## config.mk

```make
export PLATFORM = sky130hd
export DESIGN_NAME = seq_divider
export DESIGN_NICKNAME = d
export VERILOG_FILES = /design/src/rtl/seq_divider.sv
export SDC_FILE = /design/constraint.sdc
export NUM_CORES = 1
export LEC_CHECK = 0
export BUFFER_PORTS_ARGS = -buffer_cell sky130_fd_sc_hd__buf_4
export CORE_ASPECT_RATIO = 2
export CORE_MARGIN = 2
export CORE_UTILIZATION = 50
export DETAILED_ROUTE_END_ITERATION = 7
export PLACE_DENSITY = 0.73
export SYNTH_ARGS = -nofsm -noshare
export SYNTH_HDL_FRONTEND = slang
export SYNTH_SLANG_ARGS = --single-unit
```

## constraint.sdc

```tcl
create_clock -name clk -period 2.1 [get_ports clk]
set_input_delay 0.42 -clock clk [delete_from_list [all_inputs] [get_ports clk]]
set_output_delay 0.42 -clock clk [all_outputs]
set_load 0.005 [all_outputs]
```

## src/rtl/seq_divider.sv

```systemverilog
`default_nettype none
// ============================================================================
//  Module      : seq_divider
//  Description : Sequential unsigned restoring divider. Divides a 2N-bit
//                dividend by an N-bit divisor, producing an N-bit quotient
//                and N-bit remainder, one quotient bit per clock. Divide by
//                zero and quotient overflow are reported on the accept edge.
//  Revision    : 1.0 - initial release
// ============================================================================
module seq_divider #(
    parameter int N = 8
) (
    input  logic             clk,
    input  logic             rst,
    input  logic             start,
    input  logic [2*N-1:0]   dividend,
    input  logic [N-1:0]     divisor,
    output logic [N-1:0]     quotient,
    output logic [N-1:0]     remainder,
    output logic             busy,
    output logic             done,
    output logic             div_zero,
    output logic             overflow
);

    localparam int             c_CNT_W = $clog2(N) + 1;
    localparam logic [c_CNT_W-1:0] c_LAST = c_CNT_W'(N - 1);

    typedef enum logic [0:0] {
        S_IDLE = 1'b0,
        S_RUN  = 1'b1
    } state_t;

    state_t             r_state;
    state_t             w_state_nx;

    logic [N:0]         r_rem;
    logic [N-1:0]       r_q;
    logic [N-1:0]       r_dvs;
    logic [c_CNT_W-1:0] r_cnt;

    logic [N-1:0]       r_quotient;
    logic [N-1:0]       r_remainder;
    logic               r_done;
    logic               r_div_zero;
    logic               r_overflow;

    logic               w_accept;
    logic               w_zero;
    logic               w_ovf;
    logic               w_last;
    logic [N:0]         w_shift;
    logic               w_ge;
    logic [N:0]         w_rem_new;
    logic [N-1:0]       w_q_new;

    // Operand classification and one restoring step of the partial remainder.
    // The partial remainder is always below the divisor, so its top bit is
    // zero before the shift and the shifted value fits in N+1 bits.
    assign w_accept  = (r_state == S_IDLE) && start;
    assign w_zero    = (divisor == '0);
    assign w_ovf     = (dividend[2*N-1:N] >= divisor);
    assign w_last    = (r_state == S_RUN) && (r_cnt == c_LAST);
    assign w_shift   = {r_rem[N-1:0], r_q[N-1]};
    assign w_ge      = (w_shift >= {1'b0, r_dvs});
    assign w_rem_new = w_ge ? (w_shift - {1'b0, r_dvs}) : w_shift;
    assign w_q_new   = {r_q[N-2:0], w_ge};

    // State register; reset aborts any operation in progress.
    always_ff @(posedge clk) begin
        if (rst) begin
            r_state <= S_IDLE;
        end else begin
            r_state <= w_state_nx;
        end
    end

    // Next state: error cases complete on the accept edge and stay idle.
    always_comb begin
        w_state_nx = r_state;
        case (r_state)
            S_IDLE:  if (start && !w_zero && !w_ovf) w_state_nx = S_RUN;
            S_RUN:   if (r_cnt == c_LAST)            w_state_nx = S_IDLE;
            default: w_state_nx = S_IDLE;
        endcase
    end

    // Datapath, results and flags; results change only on done edges or rst.
    always_ff @(posedge clk) begin
        if (rst) begin
            r_rem       <= '0;
            r_q         <= '0;
            r_dvs       <= '0;
            r_cnt       <= '0;
            r_quotient  <= '0;
            r_remainder <= '0;
            r_done      <= 1'b0;
            r_div_zero  <= 1'b0;
            r_overflow  <= 1'b0;
        end else begin
            r_done <= 1'b0;
            if (w_accept) begin
                r_div_zero <= 1'b0;
                r_overflow <= 1'b0;
                r_dvs      <= divisor;
                if (w_zero) begin
                    r_div_zero  <= 1'b1;
                    r_quotient  <= '1;
                    r_remainder <= dividend[N-1:0];
                    r_done      <= 1'b1;
                end else if (w_ovf) begin
                    r_overflow  <= 1'b1;
                    r_quotient  <= '1;
                    r_remainder <= dividend[N-1:0];
                    r_done      <= 1'b1;
                end else begin
                    r_rem <= {1'b0, dividend[2*N-1:N]};
                    r_q   <= dividend[N-1:0];
                    r_cnt <= '0;
                end
            end else if (r_state == S_RUN) begin
                r_rem <= w_rem_new;
                r_q   <= w_q_new;
                r_cnt <= r_cnt + c_CNT_W'(1);
                if (w_last) begin
                    r_quotient  <= w_q_new;
                    r_remainder <= w_rem_new[N-1:0];
                    r_done      <= 1'b1;
                end
            end
        end
    end

    assign quotient  = r_quotient;
    assign remainder = r_remainder;
    assign busy      = (r_state == S_RUN);
    assign done      = r_done;
    assign div_zero  = r_div_zero;
    assign overflow  = r_overflow;

endmodule
`default_nettype wire

```

==> metrics.cfg, run 1 <==
[clock_tree]
holdBufCountCts=0
tritoncts=done
clock_path_buffers=2
cts_buffers=5
clk-insertion-delay-late_ns=0.31
htree_num_levels=2
cts.root.buffer_cell=sky130_fd_sc_hd__clkbuf_8
cts.clk_slew.worst_paths_ns=0.09
clock_sinks=48

[floorplan]
io_pins=47
floorplan.die.width_um=55.6
design.die.area_um2=5970
starting_density_of_the_core_pct=51.9
row_count=37
core_area_um2=5140
chipHeight_um=107

[job]
drv_cap=0

[placed_design]
dpl.hpwl_mm=5.15
place_area_um2=3400
io_buffer_count=46
gp_routability_congestion=0.834
post-place-ws_ns=-0.291

[timing]
setup_violations=3
max_slew.worst_pin.slew_ns=0.555
grt_setup_unrepaired=yes
finalHoldViolCount=0
timing.final.crit_period_ns=2.13
worst_case_clock_skew_ns=0.00605
relative_slew_slack_pct=63.0
setup_slack_ns=-0.0264
ratio_of_final_minimum_period_to_clock_period_pct=101
max_clock_freq_mhz=470
final_max_slew_viol_count=0

[setup_path]
cp-start-kind=flip-flop
crit_path_max_fanout=2
setup.worst_path.end_class=flip-flop
cp_data_required_time_ns=2.31
worst_ep_arrival_time_ns=2.34
timing.setup.critical_path_class=reg2reg

[logic_synthesis]
post_synth_fa_ha_maj_area_fraction_pct=8.73
synth_seq_cells=48
synth.avg_cell_area_um2=8.28
post-synth-top-count-cell=sky130_fd_sc_hd__nor2_1
post_synthesis_async_set_or_reset_flop_share_pct=0
post_synth_mux_area_share_pct=0.751
synthFlopType=sky130_fd_sc_hd__dfxtp_1
post_synth_most_frequent_cells=sky130_fd_sc_hd__nor2_1 (49), sky130_fd_sc_hd__dfxtp_1 (48), sky130_fd_sc_hd__nand2_1 (44)
yosysSeqAreaShare_pct=36.1
synth_largest_type_area_fraction_pct=36.1
synth-edff-count=0
synth.top_cells.by_area=sky130_fd_sc_hd__dfxtp_1 (36%), sky130_fd_sc_hd__ha_1 (8.0%), sky130_fd_sc_hd__nor2_1 (6.9%)
synth_top_family_by_area=compound AO/OA/AOI/OAI gates
synth_simple_gate_area_share_pct=21.4
syn-num-nets=367
synth_area_um2=2670
synth-xor-area-share_pct=0.657
synthesis.instances=322
yosys_warnings=0
synth_compound_gate_area_share_pct=26.3
ys_types=47
synth.largest_area_cell=sky130_fd_sc_hd__dfxtp_1

[global_routing]
antenna_found_initial=0
vias_in_the_first_global_route=2597
grt_overflow=0
grt_max_degree=49
groute.usage.overall_pct=24.5
global_route_wire_length_before_repair_mm=11.5

[finish]
drive_above_1_share_pct=38.8
final_net_count=451
syn_to_final_growth_pct=39.6
design_area_um2=3720
antenna_cells_inserted=0

[drt]
route.antenna.remaining_nets=0
detail_route.iter0.violations=121
viasPerCell=5.84
drt_drc=0
dr.pass1.iters=4
routed-via-count=2717
wirelength_mm=7.69
detail_route.wl_per_cell_um=16.5

[power]
power_report.internal_total_mw=1.94
part_of_the_power_in_registers_pct=35.3
power_switching_mw=1.12
swShare_pct=36.5
power_per_cell_area_nw_per_um2=822
worst_ir_drop_vdd_uv=616
total_leakage_power_nw=1.58
power_frac_comb_pct=45.1
p_clk_share_pct=19.5

[status]
violations=negative setup slack
run_status=complete, but fails checks

[worst_hold_path]
worst_hold_class=in2reg

-- timing repair --
item,4_1_cts,5_1_grt
resized for setup,21,24
pin swaps,8,13
gates cloned,0,1
endpoints found under the setup margin,16,24
setup buffers,0,3
-- stage by stage --
stage / cells / total power [mW] / util [%] / setup TNS, ns / hold slack [ns]
CTS: 461 / 2.87 / 69.5 / -0.0113 / 0.382
finish: 465 / 3.06 / 72.4 / -0.0546 / 0.380
global route: 465 / 3.22 / 72.4 / -1.18 / 0.384
floorplan: 322 / 1.77 / - / 0 / 0.436
detailed placement: 453 / 2.21 / 66.2 / -5.72 / 0.447
global placement: 453 / 2.18 / 66.2 / -4.38 / 0.442
-- worst max-delay path, stage by stage, from the launching register on --
cell                       delay, ns
sky130_fd_sc_hd__dfxtp_2        0.36
sky130_fd_sc_hd__inv_2          0.05
sky130_fd_sc_hd__ha_4           0.16
sky130_fd_sc_hd__fa_2           0.34
sky130_fd_sc_hd__nand2b_4       0.16
sky130_fd_sc_hd__a211oi_4       0.23
sky130_fd_sc_hd__o21a_1         0.17
sky130_fd_sc_hd__o21ai_2        0.05
sky130_fd_sc_hd__a31o_2         0.25
sky130_fd_sc_hd__o221a_2        0.25
-- cell families (layout without fill, tap and decap cells) --
group / after synthesis / after routing
buffers and inverters: 38 / 123
DFF: 48 / 48
and+or+nand+nor: 128 / 128
AOI/OAI and AO/OA: 86 / 86
adders and majority gates: 18 / 18
muxes: 2 / 2
xor gates and xnor gates: 2 / 2
-- flip-flops by register name (all words and copies together) (netlist names) --
signal     flops
busy           1
div_zero       1
r_q            8
r_rem          8
r_cnt          4
remainder      8
overflow       1
done           1
r_dvs          8
quotient       8
-- power groups by stage --
stage	clock network, mW	logic, mW	registers [mW]
after floorplan	0	0.691	1.08
after CTS	0.604	1.19	1.07
after global placement	0	1.10	1.08
after global routing	0.633	1.49	1.09
after detailed placement	0	1.13	1.09
final	0.598	1.38	1.08
-- layout make-up --
class	count	area, um^2
clock buffers	6	82.6
repair buffers	94	777
inverters	21	78.8
well taps	58	72.6
flip-flops and latches	48	968
multi-input cells	236	1730
clock inverters	2	15.0
fillers	400	1420
-- layout by cell type (no fill, tap or decap), drive strengths merged, types with 2 or more instances in the layout --
master,netlist,layout
a211o,3,3
a211oi,7,7
a21o,3,3
a21oi,24,24
a311oi,20,20
a31o,2,2
a31oi,5,5
buf,7,93
clkbuf,10,7
clkinvlp,0,2
dfxtp,48,48
ha,17,17
inv,20,20
mux2i,2,2
nand2,44,44
nand2b,4,4
nand3,4,4
nor2,51,51
nor2b,4,4
nor3,13,13
o211a,2,2
o21a,2,2
o21ai,8,8
o221a,4,4
or3,2,2
or4,2,2
-- layer usage --
metal | track usage [%] | vias to the layer above | routed length [um]
met1 | 25.4 | 1287 | 2890
met2 | 46.8 | 90 | 4230
met4 | 11.1 | 0 | 258
li1 | - | 1313 | -
met5 | 0 | - | 0
met3 | 3.73 | 27 | 312
-- final timing paths --
check,start,endpoint,slack (ns),depth (start not counted)
hold / removal,divisor[2],r_dvs[2],0.38,3
setup / recovery,r_q[7],r_rem[6],-0.03,9
hold reg to reg,r_dvs[4],r_dvs[4],0.46,2
setup reg to reg,r_q[7],r_rem[6],-0.03,9
(Power assumes the default switching activity.)
==> inputs of run 2 (changes only) <==
- CORE_UTILIZATION: 50 -> 30
- GPL_TIMING_DRIVEN: not set -> 0
- PLACE_DENSITY: 0.73 -> 0.48
- SKIP_CTS_REPAIR_TIMING: not set -> 1
==> metrics.cfg, run 2 (synthesis results as in run 1) <==
[timing]
max_slew.worst_pin.slew_ns=0.728
fin_setup_tns_ns=-0.152
timing.final.crit_period_ns=2.18
hold_slack_ns=0.387
final_max_slew_viol_count=0
setup_slack_ns=-0.0775
setup_violations=2
finalHoldViolCount=0
ratio_of_final_minimum_period_to_clock_period_pct=104
worst_case_clock_skew_ns=0.00786
relative_slew_slack_pct=51.4
grt_setup_unrepaired=yes
max_clock_freq_mhz=459

[setup_path]
worst_path_largest_cell_delay_ns=0.36
cp_num_cells=9
crit_path_max_fanout=3
timing.setup.critical_path_class=reg2reg
ff2ff_path_depth=9
r2r_endpoint=remainder[6]
timing.critical_path.from=r_q[7]
cp-start-kind=flip-flop
setup.worst_path.end_class=flip-flop
worst_ep_arrival_time_ns=2.37
critical_path.reg2reg.startpoint=r_q[7]
critical-path-top-delay-family=compound AO/OA/AOI/OAI gates
cp.buffers_inverters=1
cp_data_required_time_ns=2.29
endpoint=remainder[6]
cpMaxStageDelayCell=sky130_fd_sc_hd__dfxtp_2
flop2flop_setup_slack_ns=-0.08
worstPathCellList=inv_2 > ha_4 > fa_2 > nand2b_4 > a211oi_4 > o21a_1 > o21ai_1 > a31o_2 > o221a_2

[finish]
layout.core_utilization_pct=42.8
fill_cells=907
mostFrequentLayoutCells=sky130_fd_sc_hd__buf_4 (56), sky130_fd_sc_hd__nor2_1 (47), sky130_fd_sc_hd__nand2_1 (43), sky130_fd_sc_hd__dfxtp_1 (43), sky130_fd_sc_hd__a21oi_1 (21)
drive_above_1_share_pct=35.4
final_net_count=432
antenna_cells_inserted=0
most_common_cell_after_layout_fill_and_taps_aside=sky130_fd_sc_hd__buf_4
syn_to_final_growth_pct=39.0

[drt]
route.antenna.remaining_nets=0
detail_route.wl_per_cell_um=17.0
dr.pass1.iters=4
routed-via-count=2531
detail_route.iter0.violations=93
wirelength_mm=8.28
drt_drc=0
viasPerCell=5.20

[job]
drv_cap=0

[global_routing]
groute.usage.overall_pct=17.0
vias_in_the_first_global_route=2445
global_route_wire_length_before_repair_mm=12.6
grt_overflow=0
grt_max_degree=15
antenna_found_initial=0

[placed_design]
io_buffer_count=45
dpl.hpwl_mm=6.48
gp_routability_congestion=0.815

[power]
swShare_pct=33.2
part_of_the_power_in_registers_pct=31.7
power_mw=3.42
total_leakage_power_nw=1.50
power_per_cell_area_nw_per_um2=923
power_switching_mw=1.14
power_report.internal_total_mw=2.28
power_frac_comb_pct=38.1
worst_ir_drop_vdd_uv=373
p_clk_share_pct=30.2

[clock_tree]
clk-insertion-delay-late_ns=0.29
cts_buffers=5
tritoncts=done
clock_sinks=48
cts.root.buffer_cell=sky130_fd_sc_hd__clkbuf_16
htree_num_levels=2
clock_path_buffers=2
cts.clk_slew.worst_paths_ns=0.07

[floorplan]
floorplan.die.width_um=70.6
starting_density_of_the_core_pct=30.8
core_area_um2=8650
design.die.area_um2=9700
row_count=48
io_pins=47
chipHeight_um=137

[worst_hold_path]
worst_hold_class=in2reg
holdPathStages=3

[status]
run_status=complete, but fails checks
violations=negative setup slack

## run 2: changes by cell type in the layout (fill, tap and decap cells not counted), sizes merged
cell,change
buf,-29
bufinv,+2
clkbuf,+9
clkinv,-1
clkinvlp,-1
## run 2: final cells by class
type	count	area (um^2)	area share, %
buffer	16	98.8	2.67
clock buffer	5	125	3.38
clock inverter	2	60.1	1.62
inverter	21	82.6	2.23
multi-input combinational	236	1780	48.1
sequential	48	970	26.2
tap	100	125	3.38
timing repair buffer	59	463	12.5
## run 2: worst min-delay path by stage
| stage | start | endpoint | slack [ns] |
|---|---|---|---|
| CTS | divisor[3] | r_dvs[3] | 0.39 |
| global placement | r_dvs[3] | r_dvs[3] | 0.45 |
| global route | divisor[1] | r_dvs[1] | 0.39 |
| floorplan | r_dvs[2] | r_dvs[2] | 0.44 |
| detailed placement | r_dvs[5] | r_dvs[5] | 0.45 |
| finish | divisor[6] | r_dvs[6] | 0.39 |
## run 2: stage by stage
step | setup slack, ns | cells | cell area (um^2)
final | -0.0775 | 487 | 3700
after global routing | -0.162 | 487 | 3700
after CTS | -0.437 | 474 | 3350
after detailed placement | -0.527 | 467 | 3160
after global placement | -0.499 | 467 | 3160
after floorplan | 0.00539 | 322 | 2700
## run 2: worst register-to-register path, stage by stage, from the launching register on
cell and delay (ns):
sky130_fd_sc_hd__dfxtp_2 0.36, sky130_fd_sc_hd__inv_2 0.05, sky130_fd_sc_hd__ha_4 0.16, sky130_fd_sc_hd__fa_2 0.33, sky130_fd_sc_hd__nand2b_4 0.17, sky130_fd_sc_hd__a211oi_4 0.26, sky130_fd_sc_hd__o21a_1 0.17, sky130_fd_sc_hd__o21ai_1 0.06
sky130_fd_sc_hd__a31o_2 0.27, sky130_fd_sc_hd__o221a_2 0.24
## run 2: routing by layer
| metal | track usage (%) | vias to the layer above | wire, um |
|---|---|---|---|
| met4 | 7.97 | 0 | 176 |
| met1 | 16.9 | 1200 | 3110 |
| met2 | 33.6 | 42 | 4780 |
| met3 | 2.63 | 15 | 223 |
| met5 | 0 | - | 0 |
| li1 | - | 1274 | - |
## run 2: power groups by stage
stage,logic (mW),clock network [mW],registers [mW]
final,1.30,1.03,1.09
after global routing,1.40,1.08,1.10
after CTS,1.00,1.05,1.07
after detailed placement,0.999,0,1.09
after global placement,0.990,0,1.09
after floorplan,0.691,0,1.08
